## config.mk

```make
export PLATFORM = sky130hd
export DESIGN_NAME = pp_generator
export DESIGN_NICKNAME = d
export VERILOG_FILES = /design/src/rtl/pp_generator.sv
export SDC_FILE = /design/constraint.sdc
export NUM_CORES = 1
export LEC_CHECK = 0
export BUFFER_PORTS_ARGS = -buffer_cell sky130_fd_sc_hd__buf_4
export CAP_MARGIN = 20
export CORE_AREA = 5 5 214 216
export CTS_CLUSTER_DIAMETER = 60
export DETAILED_ROUTE_END_ITERATION = 8
export DIE_AREA = 0 0 219 221
export PLACE_DENSITY = 0.62
export SYNTH_ARGS = -nofsm -noshare
export SYNTH_HDL_FRONTEND = slang
export SYNTH_SLANG_ARGS = --single-unit
```

## constraint.sdc

```tcl
create_clock -name clk -period 4.4 [get_ports clk]
set_clock_uncertainty 0.1 [all_clocks]
set_input_delay 0.88 -clock clk [delete_from_list [all_inputs] [get_ports clk]]
set_output_delay 0.88 -clock clk [all_outputs]
set_load 0.005 [all_outputs]
```

## src/rtl/pp_generator.sv

```systemverilog
// Two-stage partial-product generator for a 16x16 multiplier. It produces
// operand magnitudes plus a negate flag, then 16 shifted rows for a 4:2 compressor tree.
module pp_generator (
    input  logic         clk,
    input  logic         rst,
    input  logic         in_valid,
    output logic         in_ready,
    input  logic [15:0]  a,
    input  logic [15:0]  b,
    input  logic         signed_mode,
    input  logic [3:0]   tag,
    output logic         out_valid,
    input  logic         out_ready,
    output logic [511:0] x,
    output logic         neg,
    output logic [3:0]   tag_out
);

    logic         s1_valid;
    logic [15:0]  s1_a_mag;
    logic [15:0]  s1_b_mag;
    logic         s1_neg;
    logic [3:0]   s1_tag;
    logic         s2_valid;

    logic         s1_adv;
    logic         s2_adv;
    logic [15:0]  a_mag;
    logic [15:0]  b_mag;
    logic         in_neg;
    logic [511:0] pp;

    // A stage may load when it is empty or when its contents move on this edge.
    assign s2_adv    = !s2_valid || out_ready;
    assign s1_adv    = !s1_valid || s2_adv;
    assign in_ready  = s1_adv;
    assign out_valid = s2_valid;

    // Two's complement negation maps 0x8000 to itself, which is the correct unsigned magnitude.
    assign a_mag  = (signed_mode && a[15]) ? (~a + 16'd1) : a;
    assign b_mag  = (signed_mode && b[15]) ? (~b + 16'd1) : b;
    assign in_neg = signed_mode && (a[15] ^ b[15]) && (a != 16'd0) && (b != 16'd0);

    always_comb begin
        // NOTE: a default assignment before any conditional write keeps this
        // block purely combinational; a missing default infers a latch.
        pp = '0;
        for (int i = 0; i < 16; i++) begin
            if (s1_b_mag[i]) begin
                pp[i*32 +: 32] = {16'b0, s1_a_mag} << i;
            end
        end
    end

    // Control and output registers.
    always_ff @(posedge clk) begin
        // NOTE: state is updated with non-blocking assignments so that every
        // register samples pre-edge values regardless of statement order.
        if (rst) begin
            s1_valid <= 1'b0;
            s2_valid <= 1'b0;
            x        <= '0;
            neg      <= 1'b0;
            tag_out  <= '0;
        end else begin
            if (s1_adv) begin
                s1_valid <= in_valid;
            end
            if (s2_adv) begin
                s2_valid <= s1_valid;
                if (s1_valid) begin
                    x       <= pp;
                    neg     <= s1_neg;
                    tag_out <= s1_tag;
                end
            end
        end
    end

    // NOTE: S1 datapath registers carry no reset; they are only ever observed
    // behind s1_valid, so resetting them would add fanout for no behaviour.
    always_ff @(posedge clk) begin
        if (!rst && in_valid && s1_adv) begin
            s1_a_mag <= a_mag;
            s1_b_mag <= b_mag;
            s1_neg   <= in_neg;
            s1_tag   <= tag;
        end
    end

endmodule

```

==> impl_metrics.json <==
{
  "critPathLaunchType": "input port",
  "clock_latency_ns": 0.53,
  "yosysWarnings": 0,
  "yosysSeqAreaShare": 0.484,
  "setup_slack_ns": 1.73,
  "grt_overflow": 0,
  "highest_layer": "met4",
  "yosys.area.top_type": "dfxtp_1",
  "synth.most_common_cell": "a21oi_1",
  "slew_headroom": 0.206,
  "yosys-top-cells-count": "a21oi_1 (273), nand2_1 (272), dfxtp_1 (263), nand3_1 (257), buf_4 (256)",
  "cts-root-buf": "clkbuf_16",
  "path_delay_family": "simple AND/OR/NAND/NOR gates",
  "preCtsSetupSlack_ns": 1.33,
  "gp_congestion": 0.804,
  "cts.sinks": 300,
  "vias_per_cell": 4.57,
  "setup_tns_ns": 0,
  "final_area_sq_um": 16100,
  "synthFlopType": "dfxtp_1",
  "cp.depth": 4,
  "arrival_ns": 1.69,
  "vdd_drop_max_mv": 0.242,
  "m1WireLength_microns": 18000,
  "crit_top_cell": "buf_4",
  "crit_path_end_kind": "output port",
  "drt_iter0_drc": 1166,
  "outcome": "completed",
  "placed_area_sq_um": 15000,
  "critical-path-max-stage-delay_ns": 0.34,
  "wl_met2_microns": 21600,
  "drtAntennaViolNets": 0,
  "finalSetupViolCount": 0,
  "portBuffers": 303,
  "cts_tree": "built",
  "wl_met3_microns": 3740,
  "required_ns": 3.42,
  "worstSetupPathType": "input port to output port",
  "asyncSetResetFlopFracSynth": 0,
  "postCtsSetupRepairBufs": 0,
  "fin_cells": 2431,
  "yosysUniqueCellTypes": 34,
  "num_rows": 77,
  "fin_crit_sh": 0.607,
  "drcViolationCount": 0,
  "grt_pass1_vias": 10423,
  "crit_fanout": 5,
  "dpl.cell_count": 2372,
  "syn_area_per_cell_sq_um": 8.22,
  "slew_violations": 0,
  "cap_violations": 0,
  "syn_area_sq_um": 13200,
  "grt.total_usage": 0.171,
  "holdWs_ns": 0.350,
  "core-area_sq_um": 43700,
  "cts_made_buffers": 34,
  "drive_gt1_frac": 0.211,
  "dieHeight_microns": 221,
  "hold_path_class": "flip-flop to flip-flop",
  "powerDensity_nw_per_um2": 393,
  "slowest_stage": "nor2b_1",
  "fmax_ghz": 0.374,
  "htreeDepth": 2,
  "finalHoldViolCount": 0,
  "p_leak_nw": 6.61,
  "dr.pass1.iters": 5,
  "grt_max_degree": 163,
  "area_growth_pct": 22.5,
  "cts.clk_slew.worst_paths_ns": 0.06,
  "r2r_cells": 5,
  "critPathBufInv": 2,
  "vias": 11108,
  "ctsHoldBuffers": 0,
  "ys_ff_latch": 300,
  "min_period_ns": 2.67,
  "die_x_microns": 219,
  "antenna_found_initial": 0,
  "ctsResizeCount": 0,
  "tightest_slew_ns": 1.19,
  "rsz0062_at_grt": "no",
  "final_util": 0.369,
  "wl_per_cell_microns": 18.3,
  "post-dp-hpwl_microns": 30200,
  "p_total_mw": 6.35,
  "synth_enable_flop_cells": 37,
  "initial_core_util": 0.301,
  "layout.nets": 1860,
  "clk_path_buf_depth": 3,
  "whs_path_depth": 2,
  "synth_area_leaders": "dfxtp_1 (40%), buf_4 (15%), a21oi_1 (10%)",
  "crit_path_cell_trace": "buf_4, nor2b_1, nand2_1, buf_4",
  "totalWireLength_microns": 44400,
  "die-area_sq_um": 48400,
  "synth_top_area_frac": 0.400,
  "io_pins": 560,
  "syn_inst": 1603,
  "grt_pass1_wl_microns": 64900,
  "antenna_cells": 0
}
## path summary, 6_finish.rpt
kind                               start                      end  slack, ns
setup / recovery               out_ready                 in_ready       1.73
setup reg to reg  out_valid$_SDFFE_PP0N_  tag_out[2]$_SDFFE_PP0P_       2.13
hold reg to reg       x[72]$_SDFFE_PP0P_       x[72]$_SDFFE_PP0P_       0.35
hold / removal        x[72]$_SDFFE_PP0P_       x[72]$_SDFFE_PP0P_       0.35
## logic make-up after synthesis
group / after synthesis / synth area share
AOI/OAI and AO/OA: 288 / 0.111
other: 1 / 0.000285
DFF: 300 / 0.484
and+or+nand+nor: 572 / 0.194
adders and majority gates: 2 / 0.00190
buffers and inverters: 414 / 0.191
xor gates and xnor gates: 26 / 0.0173
## report_power, final
part,switching [mW],internal (mW),total (mW)
clock network,1.14,1.63,2.77
logic,0.368,0.216,0.584
registers,0.128,2.87,3.00
## per-layer routing
metal  GRT usage  vias up
li1            -     5236
met1       0.225     5232
met2       0.283      574
met3      0.0314       66
met4      0.0604        0
met5           0        -
## registers in the layout (all words and copies together), names as in the netlist, 4 cells and up
signal,count
x,256
s1_a_mag,16
s1_b_mag,16
s1_tag,4
tag_out,4
## layout by cell type (no fill, tap or decap), types with 2 or more instances in the layout
master | Yosys | final
dfxtp_1 | 263 | 263
nand3_1 | 257 | 257
o31ai_1 | 2 | 2
ha_1 | 2 | 2
nand2b_1 | 3 | 2
nor4_1 | 4 | 4
edfxtp_1 | 37 | 37
conb_1 | 1 | 256
clkbuf_8 | 0 | 7
buf_4 | 256 | 320
nand2_1 | 272 | 272
buf_12 | 0 | 7
clkbuf_1 | 114 | 9
xnor2_1 | 8 | 8
or3_1 | 2 | 2
a21oi_1 | 273 | 273
nor3_1 | 4 | 4
clkinv_2 | 0 | 2
xor2_1 | 18 | 18
inv_6 | 0 | 3
o21ai_0 | 8 | 8
clkbuf_16 | 0 | 35
and2_1 | 3 | 3
nor2_1 | 17 | 17
inv_1 | 5 | 5
buf_16 | 0 | 4
a31oi_1 | 2 | 2
## worst reg2reg max path, delay by kind of cell, from the launching register on
| family | cells | cell delay, ns |
|---|---|---|
| and+or+nand+nor | 3 | 1.20 |
| buffers and inverters | 1 | 0.41 |
| DFF | 1 | 0.34 |
| AOI/OAI and AO/OA | 1 | 0.15 |
## area by class of cell
cell class	count	area, sq um
Tap cell	592	741
Clock buffer	50	992
Timing Repair Buffer	332	2670
Sequential cell	300	6380
Fill cell	4523	27600
Clock inverter	8	90.1
Multi-Input combinational cell	1144	5260
Inverter	5	18.8
Power figures use the tool's default switching activity.
